==> config.mk <==
export PLATFORM = sky130hd
export DESIGN_NAME = clint_flat
export DESIGN_NICKNAME = d
export VERILOG_FILES = /design/src/rtl/clint_if.sv /design/src/rtl/clint.sv /design/src/flat_wrapper.sv
export SDC_FILE = /design/constraint.sdc
export NUM_CORES = 1
export LEC_CHECK = 0
export BUFFER_PORTS_ARGS = -buffer_cell sky130_fd_sc_hd__buf_2
export CORE_ASPECT_RATIO = 1.2
export CORE_MARGIN = 2
export CORE_UTILIZATION = 40
export DETAILED_ROUTE_END_ITERATION = 12
export GPL_TIMING_DRIVEN = 0
export PLACE_DENSITY = 0.7
export SLEW_MARGIN = 20
export SYNTH_ARGS = -nofsm -noshare
export SYNTH_HDL_FRONTEND = slang
export SYNTH_SLANG_ARGS = --single-unit
==> constraint.sdc <==
create_clock -name i_clk -period 9.3 [get_ports i_clk]
set_input_delay 0.465 -clock i_clk [delete_from_list [all_inputs] [get_ports i_clk]]
set_output_delay 0.465 -clock i_clk [all_outputs]
set_load 0.02 [all_outputs]
==> src/rtl/clint_if.sv <==
// Bundle of X-stage, CSR-file and ctrl-facing signals around the core-local trap controller.
// slave is the controller's view; master is the driver's (pipeline/testbench) view.
interface clint_if #(
  parameter int unsigned XLEN   = 32,
  parameter int unsigned CSR_AW = 12
);
  logic              i_x_vld;
  logic [XLEN-1:0]   i_x_pc;
  logic              i_x_is_ecall;
  logic              i_x_is_ebreak;
  logic              i_x_is_mret;
  logic              i_x_branch_taken;
  logic [XLEN-1:0]   i_x_branch_addr;
  logic              i_irq_timer;
  logic              i_jtag_halt;
  logic              i_bus_mem_halt;
  logic [XLEN-1:0]   i_csr_mtvec;
  logic [XLEN-1:0]   i_csr_mepc;
  logic [XLEN-1:0]   i_csr_mstatus;
  logic [XLEN-1:0]   i_csr_mie;
  logic              o_csr_wr_en;
  logic [CSR_AW-1:0] o_csr_wr_addr;
  logic [XLEN-1:0]   o_csr_wr_data;
  logic              o_clint_stall;
  logic              o_clint_assert;
  logic [XLEN-1:0]   o_clint_assert_addr;

  modport slave (
    input  i_x_vld, i_x_pc, i_x_is_ecall, i_x_is_ebreak, i_x_is_mret,
    input  i_x_branch_taken, i_x_branch_addr, i_irq_timer, i_jtag_halt, i_bus_mem_halt,
    input  i_csr_mtvec, i_csr_mepc, i_csr_mstatus, i_csr_mie,
    output o_csr_wr_en, o_csr_wr_addr, o_csr_wr_data,
    output o_clint_stall, o_clint_assert, o_clint_assert_addr
  );

  modport master (
    output i_x_vld, i_x_pc, i_x_is_ecall, i_x_is_ebreak, i_x_is_mret,
    output i_x_branch_taken, i_x_branch_addr, i_irq_timer, i_jtag_halt, i_bus_mem_halt,
    output i_csr_mtvec, i_csr_mepc, i_csr_mstatus, i_csr_mie,
    input  o_csr_wr_en, o_csr_wr_addr, o_csr_wr_data,
    input  o_clint_stall, o_clint_assert, o_clint_assert_addr
  );
endinterface

==> src/rtl/clint.sv <==
// Core-local trap controller: detects ecall/ebreak/mret/timer IRQ in X, sequences the M-mode
// CSR updates through one write port, then issues a one-cycle redirect to ctrl.
module clint #(
  parameter int unsigned XLEN   = 32,
  parameter int unsigned CSR_AW = 12
) (
  input  logic    i_clk,
  input  logic    i_rst,
  clint_if.slave  bus
);

  localparam logic [CSR_AW-1:0] AddrMstatus = CSR_AW'(12'h300);
  localparam logic [CSR_AW-1:0] AddrMepc    = CSR_AW'(12'h341);
  localparam logic [CSR_AW-1:0] AddrMcause  = CSR_AW'(12'h342);

  typedef enum logic [2:0] {
    StIdle,
    StWrMepc,
    StWrMcause,
    StWrMstatus,
    StMretMstatus,
    StAssert
  } state_e;

  state_e            state_q, state_d;
  logic [XLEN-1:0]   cause_q, cause_d;
  logic [XLEN-1:0]   snap_q, snap_d;
  logic [XLEN-1:0]   mepc_q, mepc_d;
  logic              csr_wr_en_q, csr_wr_en_d;
  logic [CSR_AW-1:0] csr_wr_addr_q, csr_wr_addr_d;
  logic [XLEN-1:0]   csr_wr_data_q, csr_wr_data_d;
  logic              assert_q, assert_d;
  logic [XLEN-1:0]   assert_addr_q, assert_addr_d;

  logic            exc, irq, ret, detect, stall;
  logic [XLEN-1:0] epc_sel;
  logic            unused_bits;

  // Trap entry: MPIE <- MIE, MIE <- 0, MPP <- M.
  function automatic logic [XLEN-1:0] trap_mstatus(input logic [XLEN-1:0] s);
    logic [XLEN-1:0] r;
    r        = s;
    r[7]     = s[3];
    r[3]     = 1'b0;
    r[12:11] = 2'b11;
    return r;
  endfunction

  // Trap return: MIE <- MPIE, MPIE <- 1, MPP stays M.
  function automatic logic [XLEN-1:0] mret_mstatus(input logic [XLEN-1:0] s);
    logic [XLEN-1:0] r;
    r        = s;
    r[3]     = s[7];
    r[7]     = 1'b1;
    r[12:11] = 2'b11;
    return r;
  endfunction

  always_comb begin
    exc = bus.i_x_vld & (bus.i_x_is_ecall | bus.i_x_is_ebreak);
    irq = bus.i_x_vld & bus.i_irq_timer & bus.i_csr_mstatus[3] & bus.i_csr_mie[7] &
          ~bus.i_jtag_halt;
    ret = bus.i_x_vld & bus.i_x_is_mret;
    detect  = (state_q == StIdle) & ~bus.i_bus_mem_halt & (exc | irq | ret);
    epc_sel = (!exc && bus.i_x_branch_taken) ? bus.i_x_branch_addr : bus.i_x_pc;
    stall   = detect | ((state_q != StIdle) & (state_q != StAssert));
  end

  always_comb begin
    state_d       = state_q;
    cause_d       = cause_q;
    snap_d        = snap_q;
    mepc_d        = mepc_q;
    csr_wr_en_d   = 1'b0;
    csr_wr_addr_d = '0;
    csr_wr_data_d = '0;
    assert_d      = 1'b0;
    assert_addr_d = '0;

    unique case (state_q)
      StIdle: begin
        if (detect) begin
          snap_d = bus.i_csr_mstatus;
          mepc_d = bus.i_csr_mepc;
          if (exc || irq) begin
            // Exceptions win over a simultaneous IRQ; the IRQ re-arms once MIE is restored.
            if (exc) begin
              cause_d = bus.i_x_is_ecall ? XLEN'(11) : XLEN'(3);
            end else begin
              cause_d = {1'b1, (XLEN-1)'(7)};
            end
            state_d       = StWrMepc;
            csr_wr_en_d   = 1'b1;
            csr_wr_addr_d = AddrMepc;
            csr_wr_data_d = {epc_sel[XLEN-1:2], 2'b00};
          end else begin
            state_d       = StMretMstatus;
            csr_wr_en_d   = 1'b1;
            csr_wr_addr_d = AddrMstatus;
            csr_wr_data_d = mret_mstatus(bus.i_csr_mstatus);
          end
        end
      end
      StWrMepc: begin
        state_d       = StWrMcause;
        csr_wr_en_d   = 1'b1;
        csr_wr_addr_d = AddrMcause;
        csr_wr_data_d = cause_q;
      end
      StWrMcause: begin
        state_d       = StWrMstatus;
        csr_wr_en_d   = 1'b1;
        csr_wr_addr_d = AddrMstatus;
        csr_wr_data_d = trap_mstatus(snap_q);
      end
      StWrMstatus: begin
        state_d       = StAssert;
        assert_d      = 1'b1;
        assert_addr_d = {bus.i_csr_mtvec[XLEN-1:2], 2'b00};
      end
      StMretMstatus: begin
        state_d       = StAssert;
        assert_d      = 1'b1;
        assert_addr_d = mepc_q;
      end
      StAssert: begin
        state_d = StIdle;
      end
      default: begin
        state_d = StIdle;
      end
    endcase
  end

  always_ff @(posedge i_clk or posedge i_rst) begin
    if (i_rst) begin
      state_q       <= StIdle;
      cause_q       <= '0;
      snap_q        <= '0;
      mepc_q        <= '0;
      csr_wr_en_q   <= 1'b0;
      csr_wr_addr_q <= '0;
      csr_wr_data_q <= '0;
      assert_q      <= 1'b0;
      assert_addr_q <= '0;
    end else begin
      state_q       <= state_d;
      cause_q       <= cause_d;
      snap_q        <= snap_d;
      mepc_q        <= mepc_d;
      csr_wr_en_q   <= csr_wr_en_d;
      csr_wr_addr_q <= csr_wr_addr_d;
      csr_wr_data_q <= csr_wr_data_d;
      assert_q      <= assert_d;
      assert_addr_q <= assert_addr_d;
    end
  end

  assign bus.o_csr_wr_en         = csr_wr_en_q;
  assign bus.o_csr_wr_addr       = csr_wr_addr_q;
  assign bus.o_csr_wr_data       = csr_wr_data_q;
  assign bus.o_clint_stall       = stall;
  assign bus.o_clint_assert      = assert_q;
  assign bus.o_clint_assert_addr = assert_addr_q;

  assign unused_bits = ^{bus.i_csr_mie[XLEN-1:8], bus.i_csr_mie[6:0], bus.i_csr_mtvec[1:0],
                         epc_sel[1:0]};

endmodule

==> src/flat_wrapper.sv <==
// flat-port wrapper written by rule: the top's interface ports become plain ports
module clint_flat 
#(
  parameter int unsigned XLEN   = 32,
  parameter int unsigned CSR_AW = 12
)
  (i_clk, i_rst, bus_i_x_vld, bus_i_x_pc, bus_i_x_is_ecall, bus_i_x_is_ebreak, bus_i_x_is_mret, bus_i_x_branch_taken, bus_i_x_branch_addr, bus_i_irq_timer, bus_i_jtag_halt, bus_i_bus_mem_halt, bus_i_csr_mtvec, bus_i_csr_mepc, bus_i_csr_mstatus, bus_i_csr_mie, bus_o_csr_wr_en, bus_o_csr_wr_addr, bus_o_csr_wr_data, bus_o_clint_stall, bus_o_clint_assert, bus_o_clint_assert_addr);
  clint_if #(.XLEN(XLEN), .CSR_AW(CSR_AW)) bus_i ();
  input  logic i_clk;
  input  logic i_rst;
  input wire logic [$bits(bus_i.i_x_vld)-1:0] bus_i_x_vld;
  input wire logic [$bits(bus_i.i_x_pc)-1:0] bus_i_x_pc;
  input wire logic [$bits(bus_i.i_x_is_ecall)-1:0] bus_i_x_is_ecall;
  input wire logic [$bits(bus_i.i_x_is_ebreak)-1:0] bus_i_x_is_ebreak;
  input wire logic [$bits(bus_i.i_x_is_mret)-1:0] bus_i_x_is_mret;
  input wire logic [$bits(bus_i.i_x_branch_taken)-1:0] bus_i_x_branch_taken;
  input wire logic [$bits(bus_i.i_x_branch_addr)-1:0] bus_i_x_branch_addr;
  input wire logic [$bits(bus_i.i_irq_timer)-1:0] bus_i_irq_timer;
  input wire logic [$bits(bus_i.i_jtag_halt)-1:0] bus_i_jtag_halt;
  input wire logic [$bits(bus_i.i_bus_mem_halt)-1:0] bus_i_bus_mem_halt;
  input wire logic [$bits(bus_i.i_csr_mtvec)-1:0] bus_i_csr_mtvec;
  input wire logic [$bits(bus_i.i_csr_mepc)-1:0] bus_i_csr_mepc;
  input wire logic [$bits(bus_i.i_csr_mstatus)-1:0] bus_i_csr_mstatus;
  input wire logic [$bits(bus_i.i_csr_mie)-1:0] bus_i_csr_mie;
  output wire logic [$bits(bus_i.o_csr_wr_en)-1:0] bus_o_csr_wr_en;
  output wire logic [$bits(bus_i.o_csr_wr_addr)-1:0] bus_o_csr_wr_addr;
  output wire logic [$bits(bus_i.o_csr_wr_data)-1:0] bus_o_csr_wr_data;
  output wire logic [$bits(bus_i.o_clint_stall)-1:0] bus_o_clint_stall;
  output wire logic [$bits(bus_i.o_clint_assert)-1:0] bus_o_clint_assert;
  output wire logic [$bits(bus_i.o_clint_assert_addr)-1:0] bus_o_clint_assert_addr;
  assign bus_i.i_x_vld = bus_i_x_vld;
  assign bus_i.i_x_pc = bus_i_x_pc;
  assign bus_i.i_x_is_ecall = bus_i_x_is_ecall;
  assign bus_i.i_x_is_ebreak = bus_i_x_is_ebreak;
  assign bus_i.i_x_is_mret = bus_i_x_is_mret;
  assign bus_i.i_x_branch_taken = bus_i_x_branch_taken;
  assign bus_i.i_x_branch_addr = bus_i_x_branch_addr;
  assign bus_i.i_irq_timer = bus_i_irq_timer;
  assign bus_i.i_jtag_halt = bus_i_jtag_halt;
  assign bus_i.i_bus_mem_halt = bus_i_bus_mem_halt;
  assign bus_i.i_csr_mtvec = bus_i_csr_mtvec;
  assign bus_i.i_csr_mepc = bus_i_csr_mepc;
  assign bus_i.i_csr_mstatus = bus_i_csr_mstatus;
  assign bus_i.i_csr_mie = bus_i_csr_mie;
  assign bus_o_csr_wr_en = bus_i.o_csr_wr_en;
  assign bus_o_csr_wr_addr = bus_i.o_csr_wr_addr;
  assign bus_o_csr_wr_data = bus_i.o_csr_wr_data;
  assign bus_o_clint_stall = bus_i.o_clint_stall;
  assign bus_o_clint_assert = bus_i.o_clint_assert;
  assign bus_o_clint_assert_addr = bus_i.o_clint_assert_addr;
  clint #(.XLEN(XLEN), .CSR_AW(CSR_AW)) u_core (.i_clk(i_clk), .i_rst(i_rst), .bus(bus_i));
endmodule
==> qor.yml <==
run_status:
  outcome: "complete, no violations"
clock_tree:
  h-tree-depth: 4
  clock-sinks: 136
  cts_made_buffers: 17
  hold_buffers: 0
  root_buffer: "clkbuf_16"
  clock_latency_ps: 410
  postCtsSetupBuffers: 0
  cts_resized: 0
  cts_tree: "built"
  clk_path_buf_depth: 2
  clk_pin_slew_ps: 50
setup_path:
  crit_path_top_delay_cell: "dfrtp_1"
  reg2reg_depth: 6
  crit_family: "flip-flops"
  path_cells: "buf_2 > xor2_1 > a211o_2 > buf_2"
  timing.rr.end: "u_core.bus.o_csr_wr_data[28]"
  crit_path_start_kind: "register"
  crit_type: "register to primary output"
  reg2reg_from: "u_core.state_q[2]"
  path_buf_inv: 2
  crit_path_frequent_cell: "buf_2"
  reg2reg_slack_ps: 7380
  critPathMaxStageDelay_ps: 420
  critPathArrivalTime_ps: 1680
  crit_fanout: 10
  crit_required_ps: 8840
  end_kind: "primary output"
routing:
  drc: 0
  wl_per_cell_um: 18.4
  first_pass_iters: 5
  drt_wl_total_um: 17500
  drt_iter0_markers: 191
  routed_via_density: 5.10
  vias: 4841
  ant_nets: 0
synthesis:
  ys_seq_elements: 136
  netlist_area_um2: 6240
  synthTopCellsByArea: "dfrtp_1 55%, mux2_4 14%, a22o_1 4.2%"
  synth_edf_count: 0
  synth_cell_types: 47
  seq_area_frac_synth: 0.545
  async_flop_share: 1.00
  ys_warn_count: 0
  avgSynthCellArea_um2: 13.3
  synth_top_flop_cell: "dfrtp_1"
  synth_top_area_cell: "dfrtp_1"
  synth_top_cell_area_share: 0.545
  syn_inst: 469
timing:
  min_period_ps: 2150
  slew_headroom: 0.548
  clock_skew_ps: 9.79
  finalCritPeriodShare: 0.231
  slew_violations: 0
  setup_violations: 0
  whs_ps: 82.4
  rsz0062_at_grt: "false"
  fmax_mhz: 465
  fin_ws_ps: 7150
  tightest_slew_ps: 673
  hold_violations: 0
  fin_setup_tns_ps: 0
grt:
  grt_use_total: 0.215
  grt.overflow.total: 0
  grt_pass1_vias: 5124
  antenna_found_initial: 0
  grt_max_degree: 75
  grt_pass1_wl_um: 27600
die:
  rows: 50
  chipWidth_um: 118
  die_y_um: 141
  die_area_um2: 16600
  io_pins: 281
  core_area_um2: 15500
  initial_core_util: 0.404
placement:
  port-buffer-count: 234
  place_ws_ps: 7140
  placed_cells: 918
  gp_congestion: 0.870
  hpwlAfterDp_um: 13200
power_and_ir_drop:
  pwr-share-seq: 0.383
  vdd_ir_drop_max_uv: 108
  p_int_w: 0.00166
  combPwrFrac: 0.353
  p_switching_w: 0.000794
  swShare: 0.323
  power.share.clock: 0.264
  leakage_nw: 4.20
  p_per_area_nw_per_um2: 296
final_layout:
  final_core_util: 0.537
  area_growth_pct: 33.0
  drive_gt1_frac: 0.506
  final_cells: 949
  final_common_cell: "buf_2"
  antenna_cells: 0
  layout_common_cells: "241 x buf_2, 136 x dfrtp_1, 58 x mux2_4, 32 x nand2_1, 30 x a22o_1"
  nets: 931
worst_hold_path:
  hold_path_class: "input pin to asynchronous set/reset pin"
run:
  drv_cap: 0
## synthesized netlist by cell type (all sizes together) (3+ instances only)
cell type	n
clkbuf	20
mux2	61
o21bai	3
and4	27
o32ai	3
a221oi	25
nand2b	4
nand3b	3
and2	28
nand2	32
nor2	5
dfrtp	136
buf	27
a21oi	5
o21ai	28
a22o	30
and3	3
inv	4
## state kept, by name, summed over array words and instances (netlist names)
signal,flops
u_core.bus.o_csr_wr_addr,4
u_core.snap_q,29
u_core.bus.o_clint_assert,1
u_core.mepc_q,32
u_core.cause_q,3
u_core.bus.o_csr_wr_data,32
u_core.state_q,3
u_core.bus.o_clint_assert_addr,32
## how the worst max path moves through the flow
stage                      startpoint                            to  depth (start not counted)
global placement                i_rst  u_core.bus.o_csr_wr_data[27]                          2
CTS                 u_core.state_q[2]             bus_o_clint_stall                          4
detailed placement   bus_i_csr_mie[7]  u_core.bus.o_csr_wr_data[12]                          7
floorplan                       i_rst     u_core.bus.o_clint_assert                          1
finish              u_core.state_q[2]             bus_o_clint_stall                          4
global route        u_core.state_q[2]             bus_o_clint_stall                          4
## layer usage
layer	share of wire	global-route usage	up-vias
li1	-	-	2237
met1	0.42	0.267	2361
met2	0.49	0.362	213
met3	0.064	0.0494	30
met4	0.027	0.0881	0
met5	0	0	-
## kinds of logic after synthesis
| family | after synthesis | share of synthesized area |
|---|---|---|
| simple gates | 112 | 0.115 |
| xor+xnor | 1 | 0.00140 |
| flops | 136 | 0.545 |
| compound gates | 107 | 0.134 |
| mux | 61 | 0.145 |
| other cells | 1 | 0.000601 |
| buf+inv | 51 | 0.0587 |
## power by group through the flow
stage	clock network [W]	logic, W	registers, W
3_5_place_dp	0	0.000875	0.000945
5_1_grt	0.000691	0.000934	0.000967
3_3_place_gp	0	0.000852	0.000938
4_1_cts	0.000664	0.000877	0.000942
6_report	0.000648	0.000868	0.000942
2_1_floorplan	0	0.000500	0.00105
## per-stage QoR
| stage | power, W | instance area (µm²) |
|---|---|---|
| 2_1_floorplan | 0.00155 | 6270 |
| 3_3_place_gp | 0.00179 | 7700 |
| 3_5_place_dp | 0.00182 | 7730 |
| 4_1_cts | 0.00248 | 8300 |
| 5_1_grt | 0.00259 | 8300 |
| 6_report | 0.00246 | 8300 |
## worst register-to-register path: cells and delay by family, from the launching register on
family / cells / cell delay, ps
DFF: 1 / 420
and+or+nand+nor: 2 / 500
buffers and inverters: 3 / 830
AOI/OAI and AO/OA: 1 / 90
## layout make-up
| type | instances | area (µm²) |
|---|---|---|
| Buffer | 47 | 352 |
| Timing Repair Buffer | 235 | 1200 |
| Clock buffer | 19 | 443 |
| Fill cell | 1399 | 7150 |
| Inverter | 4 | 22.5 |
| Tap cell | 208 | 260 |
| Clock inverter | 12 | 128 |
| Multi-Input combinational cell | 288 | 2500 |
| Sequential cell | 136 | 3400 |
No activity file was read; power rests on OpenSTA's default activity.
